==> config.mk <==
export PLATFORM = sky130hd
export DESIGN_NAME = mdu_iterative_flat
export DESIGN_NICKNAME = d
export VERILOG_FILES = /design/src/rtl/mdu_if.sv /design/src/rtl/mdu_iterative.sv /design/src/flat_wrapper.sv
export SDC_FILE = /design/constraint.sdc
export NUM_CORES = 1
export LEC_CHECK = 0
export BUFFER_PORTS_ARGS = -buffer_cell sky130_fd_sc_hd__buf_2
export CAP_MARGIN = 20
export CELL_PAD_IN_SITES_DETAIL_PLACEMENT = 0
export CELL_PAD_IN_SITES_GLOBAL_PLACEMENT = 1
export CORE_UTILIZATION = 46
export CTS_CLUSTER_DIAMETER = 200
export DETAILED_ROUTE_END_ITERATION = 10
export PLACE_DENSITY = 0.83
export REMOVE_ABC_BUFFERS = 1
export SLEW_MARGIN = 20
export SYNTH_ARGS = -nofsm -noshare
export SYNTH_HDL_FRONTEND = slang
export SYNTH_SLANG_ARGS = --single-unit
==> constraint.sdc <==
create_clock -name clk -period 3.6 [get_ports clk]
set_input_delay 0.36 -clock clk [delete_from_list [all_inputs] [get_ports clk]]
set_output_delay 0.36 -clock clk [all_outputs]
set_load 0.1 [all_outputs]
==> src/rtl/mdu_if.sv <==
// Handshake and result bundle between the pipeline control and the
// iterative multiply/divide unit.
interface mdu_if #(
    parameter int WIDTH = 32
);
    logic             start;
    logic [1:0]       op;
    logic [WIDTH-1:0] a;
    logic [WIDTH-1:0] b;
    logic             busy;
    logic             done;
    logic [WIDTH-1:0] hi;
    logic [WIDTH-1:0] lo;
    logic             div_by_zero;

    modport master (
        output start, op, a, b,
        input  busy, done, hi, lo, div_by_zero
    );

    modport slave (
        input  start, op, a, b,
        output busy, done, hi, lo, div_by_zero
    );
endinterface

==> src/rtl/mdu_iterative.sv <==
// Iterative MULT/MULTU/DIV/DIVU unit owning the HI/LO registers.
// One bit per cycle on operand magnitudes; sign correction is applied
// once, in the COMMIT cycle, when HI/LO are loaded.
module mdu_iterative #(
    parameter int WIDTH = 32
) (
    input  logic  clk,
    input  logic  rst_n,
    mdu_if.slave  bus
);
    localparam int              CW       = $clog2(WIDTH);
    localparam logic [CW-1:0]   CNT_LAST = CW'(WIDTH - 1);

    typedef enum logic [1:0] {
        S_IDLE   = 2'd0,
        S_RUN    = 2'd1,
        S_COMMIT = 2'd2,
        S_DONE   = 2'd3
    } state_t;

    state_t             state_q, state_d;
    logic               busy_q, busy_d, done_q, done_d, dbz_q, dbz_d;
    logic [WIDTH-1:0]   hi_q, hi_d, lo_q, lo_d, opb_q, opb_d;
    logic [2*WIDTH-1:0] acc_q, acc_d;
    logic [CW-1:0]      cnt_q, cnt_d;
    logic [1:0]         op_q, op_d;
    logic               neg_q, neg_d, a_neg_q, a_neg_d, bzero_q, bzero_d;

    logic               sa_s, sb_s, div_ok_s;
    logic [WIDTH-1:0]   mag_a_s, mag_b_s, quo_fix_s, rem_fix_s;
    logic [WIDTH:0]     mul_sum_s, div_shift_s, div_diff_s;
    logic [2*WIDTH-1:0] prod_fix_s;

    // Operand magnitudes, per-iteration arithmetic and commit-time sign fixes.
    always_comb begin
        sa_s        = bus.a[WIDTH-1] & ~bus.op[0];
        sb_s        = bus.b[WIDTH-1] & ~bus.op[0];
        mag_a_s     = sa_s ? (WIDTH'(0) - bus.a) : bus.a;
        mag_b_s     = sb_s ? (WIDTH'(0) - bus.b) : bus.b;
        // Multiply: upper half accumulates, multiplier bits shift out at the bottom.
        mul_sum_s   = {1'b0, acc_q[2*WIDTH-1:WIDTH]}
                    + (acc_q[0] ? {1'b0, opb_q} : (WIDTH+1)'(0));
        // Divide: partial remainder in the upper half, dividend/quotient below.
        div_shift_s = {acc_q[2*WIDTH-1:WIDTH], acc_q[WIDTH-1]};
        div_diff_s  = div_shift_s - {1'b0, opb_q};
        div_ok_s    = ~div_diff_s[WIDTH];
        prod_fix_s  = neg_q ? ((2*WIDTH)'(0) - acc_q) : acc_q;
        quo_fix_s   = neg_q ? (WIDTH'(0) - acc_q[WIDTH-1:0]) : acc_q[WIDTH-1:0];
        rem_fix_s   = a_neg_q ? (WIDTH'(0) - acc_q[2*WIDTH-1:WIDTH])
                              : acc_q[2*WIDTH-1:WIDTH];
    end

    // Control state register with immediate asynchronous reset.
    always_ff @(posedge clk or negedge rst_n) begin
        if (!rst_n) begin
            state_q <= S_IDLE;
        end else begin
            state_q <= state_d;
        end
    end

    // Next-state logic: starts are only honoured in IDLE or DONE.
    always_comb begin
        state_d = state_q;
        case (state_q)
            S_IDLE:   state_d = bus.start ? S_RUN : S_IDLE;
            S_RUN:    state_d = (cnt_q == CNT_LAST) ? S_COMMIT : S_RUN;
            S_COMMIT: state_d = S_DONE;
            S_DONE:   state_d = bus.start ? S_RUN : S_IDLE;
            default:  state_d = S_IDLE;
        endcase
    end

    // Status outputs derived from the upcoming state so they register cleanly.
    always_comb begin
        busy_d = 1'b0;
        done_d = 1'b0;
        if ((state_d == S_RUN) || (state_d == S_COMMIT)) begin
            busy_d = 1'b1;
        end else begin
            busy_d = 1'b0;
        end
        if (state_d == S_DONE) begin
            done_d = 1'b1;
        end else begin
            done_d = 1'b0;
        end
    end

    // Datapath: operand capture, iteration and HI/LO commit.
    always_comb begin
        op_d    = op_q;
        opb_d   = opb_q;
        acc_d   = acc_q;
        cnt_d   = cnt_q;
        neg_d   = neg_q;
        a_neg_d = a_neg_q;
        bzero_d = bzero_q;
        dbz_d   = dbz_q;
        hi_d    = hi_q;
        lo_d    = lo_q;
        case (state_q)
            S_IDLE, S_DONE: begin
                if (bus.start) begin
                    op_d    = bus.op;
                    neg_d   = sa_s ^ sb_s;
                    a_neg_d = sa_s;
                    bzero_d = (bus.b == WIDTH'(0));
                    opb_d   = bus.op[1] ? mag_b_s : mag_a_s;
                    acc_d   = {WIDTH'(0), (bus.op[1] ? mag_a_s : mag_b_s)};
                    cnt_d   = CW'(0);
                    dbz_d   = 1'b0;
                end else begin
                    dbz_d   = dbz_q;
                end
            end
            S_RUN: begin
                cnt_d = cnt_q + CW'(1);
                if (op_q[1]) begin
                    acc_d = {(div_ok_s ? div_diff_s[WIDTH-1:0] : div_shift_s[WIDTH-1:0]),
                             acc_q[WIDTH-2:0], div_ok_s};
                end else begin
                    acc_d = {mul_sum_s, acc_q[WIDTH-1:1]};
                end
            end
            S_COMMIT: begin
                if (op_q[1]) begin
                    // A zero divisor leaves the dividend as remainder; the
                    // quotient is forced to all ones regardless of sign.
                    hi_d  = rem_fix_s;
                    lo_d  = bzero_q ? {WIDTH{1'b1}} : quo_fix_s;
                    dbz_d = bzero_q;
                end else begin
                    hi_d  = prod_fix_s[2*WIDTH-1:WIDTH];
                    lo_d  = prod_fix_s[WIDTH-1:0];
                    dbz_d = 1'b0;
                end
            end
            default: begin
                cnt_d = CW'(0);
            end
        endcase
    end

    // Datapath and status registers; reset discards any operation in flight.
    always_ff @(posedge clk or negedge rst_n) begin
        if (!rst_n) begin
            busy_q  <= 1'b0;
            done_q  <= 1'b0;
            dbz_q   <= 1'b0;
            hi_q    <= '0;
            lo_q    <= '0;
            opb_q   <= '0;
            acc_q   <= '0;
            cnt_q   <= '0;
            op_q    <= 2'b00;
            neg_q   <= 1'b0;
            a_neg_q <= 1'b0;
            bzero_q <= 1'b0;
        end else begin
            busy_q  <= busy_d;
            done_q  <= done_d;
            dbz_q   <= dbz_d;
            hi_q    <= hi_d;
            lo_q    <= lo_d;
            opb_q   <= opb_d;
            acc_q   <= acc_d;
            cnt_q   <= cnt_d;
            op_q    <= op_d;
            neg_q   <= neg_d;
            a_neg_q <= a_neg_d;
            bzero_q <= bzero_d;
        end
    end

    assign bus.busy        = busy_q;
    assign bus.done        = done_q;
    assign bus.hi          = hi_q;
    assign bus.lo          = lo_q;
    assign bus.div_by_zero = dbz_q;
endmodule

==> src/flat_wrapper.sv <==
// flat-port wrapper written by rule: the top's interface ports become plain ports
module mdu_iterative_flat 
#(
    parameter int WIDTH = 32
)
  (clk, rst_n, bus_start, bus_op, bus_a, bus_b, bus_busy, bus_done, bus_hi, bus_lo, bus_div_by_zero);
  mdu_if #(.WIDTH(WIDTH)) bus_i ();
  input  logic clk;
  input  logic rst_n;
  input wire logic [$bits(bus_i.start)-1:0] bus_start;
  input wire logic [$bits(bus_i.op)-1:0] bus_op;
  input wire logic [$bits(bus_i.a)-1:0] bus_a;
  input wire logic [$bits(bus_i.b)-1:0] bus_b;
  output wire logic [$bits(bus_i.busy)-1:0] bus_busy;
  output wire logic [$bits(bus_i.done)-1:0] bus_done;
  output wire logic [$bits(bus_i.hi)-1:0] bus_hi;
  output wire logic [$bits(bus_i.lo)-1:0] bus_lo;
  output wire logic [$bits(bus_i.div_by_zero)-1:0] bus_div_by_zero;
  assign bus_i.start = bus_start;
  assign bus_i.op = bus_op;
  assign bus_i.a = bus_a;
  assign bus_i.b = bus_b;
  assign bus_busy = bus_i.busy;
  assign bus_done = bus_i.done;
  assign bus_hi = bus_i.hi;
  assign bus_lo = bus_i.lo;
  assign bus_div_by_zero = bus_i.div_by_zero;
  mdu_iterative #(.WIDTH(WIDTH)) u_core (.clk(clk), .rst_n(rst_n), .bus(bus_i));
endmodule
Word level (Yosys, flattened, before mapping)
Cells that the tools add are included.
{"block": "op_classes", "n_reduce_logical": 9, "muxes": 25, "bitwise_logic": 5, "addsub": 8, "eq_ne": 8}
{"operator": "32-bit two-way mux", "count": 11}
{"operator": "64-bit two-way mux", "count": 3}
{"operator": "64-bit case mux with 2 select lines", "count": 1}
{"operator": "1-bit by 32-bit subtractor with 32-bit output, first input constant", "count": 4}
{"operator": "1-bit by 64-bit subtractor with 64-bit output, first input constant", "count": 1}
{"operator": "32-bit by 33-bit adder with 33-bit output", "count": 1}
{"operator": "33-bit by 32-bit subtractor with 33-bit output", "count": 1}
{"operator": "32-bit logical NOT", "count": 1}
{"operator": "5-bit case mux with 2 select lines", "count": 1}
{"operator": "2-bit == test, second input constant", "count": 4}
{"operator": "2-bit case mux with 3 select lines", "count": 1}
{"operator": "2-bit AND reduction", "count": 3}
{"operator": "5-bit by 1-bit adder with 5-bit output, second input constant", "count": 1}
{"operator": "5-bit == test, second input constant", "count": 1}
{"operator": "1-bit two-way mux", "count": 5}
{"operator": "5-bit two-way mux", "count": 1}
{"operator": "2-bit by 1-bit == test with 1-bit output, second input constant", "count": 2}
{"operator": "2-bit nonzero test", "count": 2}
{"operator": "1-bit AND", "count": 2}
{"operator": "2-bit logical NOT", "count": 1}
{"operator": "2-bit two-way mux", "count": 1}
{"operator": "2-bit by 1-bit inequality test with 1-bit output, second input constant", "count": 1}
{"operator": "1-bit NOT", "count": 2}
{"operator": "1-bit case mux with 2 select lines", "count": 1}
{"operator": "other kinds (3)", "count": 3}
{"block": "word_totals", "ff_bits": 175, "out_inout_bits": 67, "word_cells": 68, "inputBits": 69}

Logic depth before layout (Yosys ltp)
{"block": "depth", "ltp_word": 6, "mapped_depth": 14, "ltp_nobuf": 13}

Least setup slack after synthesis
OpenSTA, ideal clock, no wires.
{"block": "synth_timing", "path_type": "flip-flop to flip-flop", "from": "register u_core.acc_q[0]", "to": "register u_core.acc_q[60]", "stages_incl_launch_ff": 14, "setup_ns": 0.087, "synth_period_minus_slack_ns": 3.314, "n_path_buf": 1, "path_slack_ns": 0.286, "required_time_ns": 3.513, "arrival_time_ns": 3.228, "path_cell_list": "dfrtp_1 inv_1 buf_1 nor2_1 ha_1 o211ai_1 o21ai_2 o211ai_1 o21a_1 a2111oi_0 o21bai_1 a21o_1 or4b_1 o211ai_1"}
{"block": "synth_between", "elab_chain_cells": 4}
{"element": "start: declaration", "line": "mdu_iterative.sv:24", "rtl": "logic [2*WIDTH-1:0] acc_q, acc_d;"}
{"element": "start signal: assignment", "line": "mdu_iterative.sv:154", "rtl": "acc_q <= '0;"}
{"element": "start signal: assignment", "line": "mdu_iterative.sv:167", "rtl": "acc_q <= acc_d;"}
{"element": "32-bit two-way mux", "line": "mdu_iterative.sv:42", "rtl": "+ (acc_q[0] ? {1'b0, opb_q} : (WIDTH+1)'(0));"}
{"element": "32-bit by 33-bit adder with 33-bit output", "line": "mdu_iterative.sv:42"}
{"element": "64-bit two-way mux", "line": "mdu_iterative.sv:119", "rtl": "if (op_q[1]) begin"}
{"element": "64-bit case mux with 2 select lines", "line": "mdu_iterative.sv:102", "rtl": "case (state_q)"}
Every way passes these cells.
A chain may end at the register's enable or synchronous reset.

Worst setup path after layout
Ends and elaborated chain as after synthesis.

==> impl_metrics.tcl <==
set metrics [dict create \
    status "finished with violations" \
    violations "design-rule violations" \
    ys_async_sr_fraction 1.00 \
    clock-sinks 174 \
    detailedRoute.firstIterationViolations 1196 \
    synth_edf_count 0 \
    grt_usage 0.293 \
    ys_types 78 \
    dieHeight_um 180 \
    dp_hpwl_um 35900 \
    vdd_drop_max_v 0.000428 \
    cp_max_fo 7 \
    grt-ovfl-total 0 \
    htreeDepth 4 \
    final_layout_size_suffix_gt1_frac 0.169 \
    final_core_util 0.542 \
    hold_viol 0 \
    yosysSeqAreaShare 0.300 \
    worst_slew_pin_slew_ns 0.827 \
    cp-start-kind "flip-flop" \
    vias 14000 \
    synthTopCellsByCount "nor2_1 (225), a21oi_1 (215), dfrtp_1 (174)" \
    grt_first_pass_wirelength_um 74800 \
    power_leakage_nw 7.60 \
    skew_ns 0.0125 \
    root_buffer "clkbuf_16" \
    multi_input_area_sq_mm 0.00961 \
    grt_max_degree 89 \
    die_area_sq_mm 0.0323 \
    ys_ff_latch 174 \
    power_density_mw_per_mm2 936 \
    cts_tree "yes" \
    nFillCells 2975 \
    drv_slew 0 \
    cts_buffers 17 \
    wirelength_um 46800 \
    synth_top_area_frac 0.300 \
    grtUsageMet1 0.416 \
    grt_use_met3 0.0353 \
    yosysWarningCount 0 \
    clkSlewWorstSetupHoldPaths_ns 0.07 \
    gp_congestion 0.945 \
    setup_ws_ns 0.110 \
    maxSlewHeadroom 0.449 \
    drc 16 \
    yosysTopAreaCell "dfrtp_1" \
    drtPass1Iterations 9 \
    rrSetupSlack_ns 0.11 \
    maxCapViolCount 0 \
    crit_required_ns 3.97 \
    grtUsageMet2 0.463 \
    critPathCaptureType "flip-flop" \
    place_ws_ns -0.204 \
    wl_per_cell_um 19.7 \
    finalSetupViolCount 0 \
    rows 64 \
    worstHoldPathType "in -> reg" \
    die_w_um 180 \
    synth_area_per_cell_sq_um 7.99 \
    rsz0062_at_grt "true" \
    synthTopCellsByArea "dfrtp_1 (30%), a21oi_1 (7.4%), ha_1 (6.2%)" \
    core_region_area_sq_mm 0.0308 \
    finalCritPeriodShare 0.969 \
    clockBufferDepth 2 \
    netlist_area_sq_mm 0.0145 \
    yosysMostFrequentCell "nor2_1" \
    top_usage_layer "met2" \
    antenna_found_initial 1 \
    max_freq_mhz 287 \
    via_per_inst 5.92 \
    finalCriticalPeriod_ns 3.49 \
    seqCellArea_sq_mm 0.00436 \
    syn_inst 1818 \
    path_class "reg -> reg" \
    io_buffers 135 \
    cp_data_arrival_time_ns 3.86 \
    start_util 0.471 \
    holdWs_ns 0.204 \
    syn_to_final_growth_pct 14.9 \
    ios 136 \
    clock_latency_ns 0.46 \
    synth_ff_type "dfrtp_1" \
    grt_pass1_vias 13300 \
    ant_nets 0 \
    layout.nets 2104 \
]
## layer usage
metal / up-vias / wire, um
met5: - / 0
met4: 0 / 1060
met3: 67 / 2450
met2: 480 / 21200
met1: 6677 / 22100
li1: 6824 / -
## timing repair
item                       in CTS  in global routing
setup endpoints to repair       4                 26
hold endpoints to repair       65                  0
resized for setup               5                 10
cloned                          0                  1
hold buffers                    1                  0
buffers inserted                1                 12
pin swaps                       0                  5
## cell usage in the layout (no fill, tap or decap), types with 18 or more instances in the layout
master	n
a211oi_1	22
a21o_1	27
a21oi_1	215
buf_2	134
buf_4	83
dfrtp_1	172
ha_1	69
inv_1	63
mux2_2	44
mux2i_1	41
nand2_1	140
nand2b_1	18
nand3_1	25
nor2_1	224
nor3_1	37
nor4_1	21
o21ai_0	145
o31ai_1	18
xnor2_1	83
xor2_1	86
## through the flow
| stage | power (W) | std cells | cell area [sq um] | TNS, ns |
|---|---|---|---|---|
| global route | 0.0169 | 2370 | 16700 | -0.0272 |
| floorplan | 0.0102 | 1718 | 14100 | -9.08 |
| finish | 0.0156 | 2371 | 16700 | 0 |
| detailed placement | 0.0133 | 2323 | 15900 | -0.204 |
| global placement | 0.0132 | 2323 | 15900 | -0.120 |
| CTS | 0.0153 | 2357 | 16600 | 0 |
## registers in the layout (all words and copies together), names as in the netlist, 2 cells and up
| name | count |
|---|---|
| u_core.acc_q | 64 |
| u_core.bus.hi | 32 |
| u_core.bus.lo | 32 |
| u_core.opb_q | 32 |
| u_core.cnt_q | 5 |
| u_core.state_q | 2 |
## final timing paths
path	to	startpoint	cells after the start
max reg2reg	u_core.acc_q[60]	u_core.acc_q[0]	16
min in group asynchronous	u_core.bus.hi[1]	rst_n	2
min reg2reg	u_core.opb_q[25]	u_core.opb_q[25]	2
max in group asynchronous	u_core.op_q[1]	rst_n	3
min	u_core.neg_q	bus_op[0]	2
max	u_core.acc_q[60]	u_core.acc_q[0]	16
## cell families (layout without fill, tap and decap cells)
group / count (synthesis) / after routing / synth area share
flops: 174 / 174 / 0.300
buf+inv: 165 / 321 / 0.0439
mux: 85 / 85 / 0.0624
fa+ha+maj: 74 / 74 / 0.0648
xor+xnor: 170 / 170 / 0.103
compound gates: 574 / 574 / 0.239
simple gates: 576 / 576 / 0.187
other cells: 0 / 1 / 0
## critical path, stage by stage, from the launching register on
cell and delay, ns:
dfrtp_2 0.41, clkinvlp_4 0.19, buf_4 0.18, buf_4 0.12, nor2_1 0.10, ha_2 0.24
o211ai_1 0.10, nor2_1 0.13, o211ai_1 0.11, buf_4 0.17, o21a_1 0.23, a2111oi_4 0.37
buf_4 0.17, o21bai_1 0.09, a21o_1 0.20, or4b_1 0.50, o211ai_1 0.11
## power breakdown
| group | total (W) | switching (W) | internal, W | leakage, nW |
|---|---|---|---|---|
| logic | 0.0105 | 0.00601 | 0.00444 | 5.10 |
| clock network | 0.00190 | 0.000853 | 0.00104 | 0.280 |
| registers | 0.00328 | 0.000734 | 0.00254 | 2.23 |
| total | 0.0156 | 0.00760 | 0.00803 | 7.60 |
## final cells by class
class,count,area share
clock buffer,19,0.0265
inverter,65,0.0148
sequential,174,0.261
multi-input combinational,1479,0.575
timing repair inverter,1,0.000450
antenna,1,0.000150
tap,396,0.0297
clock inverter,13,0.00847
timing repair buffer,223,0.0835
No activity file was read; power rests on OpenSTA's default activity.
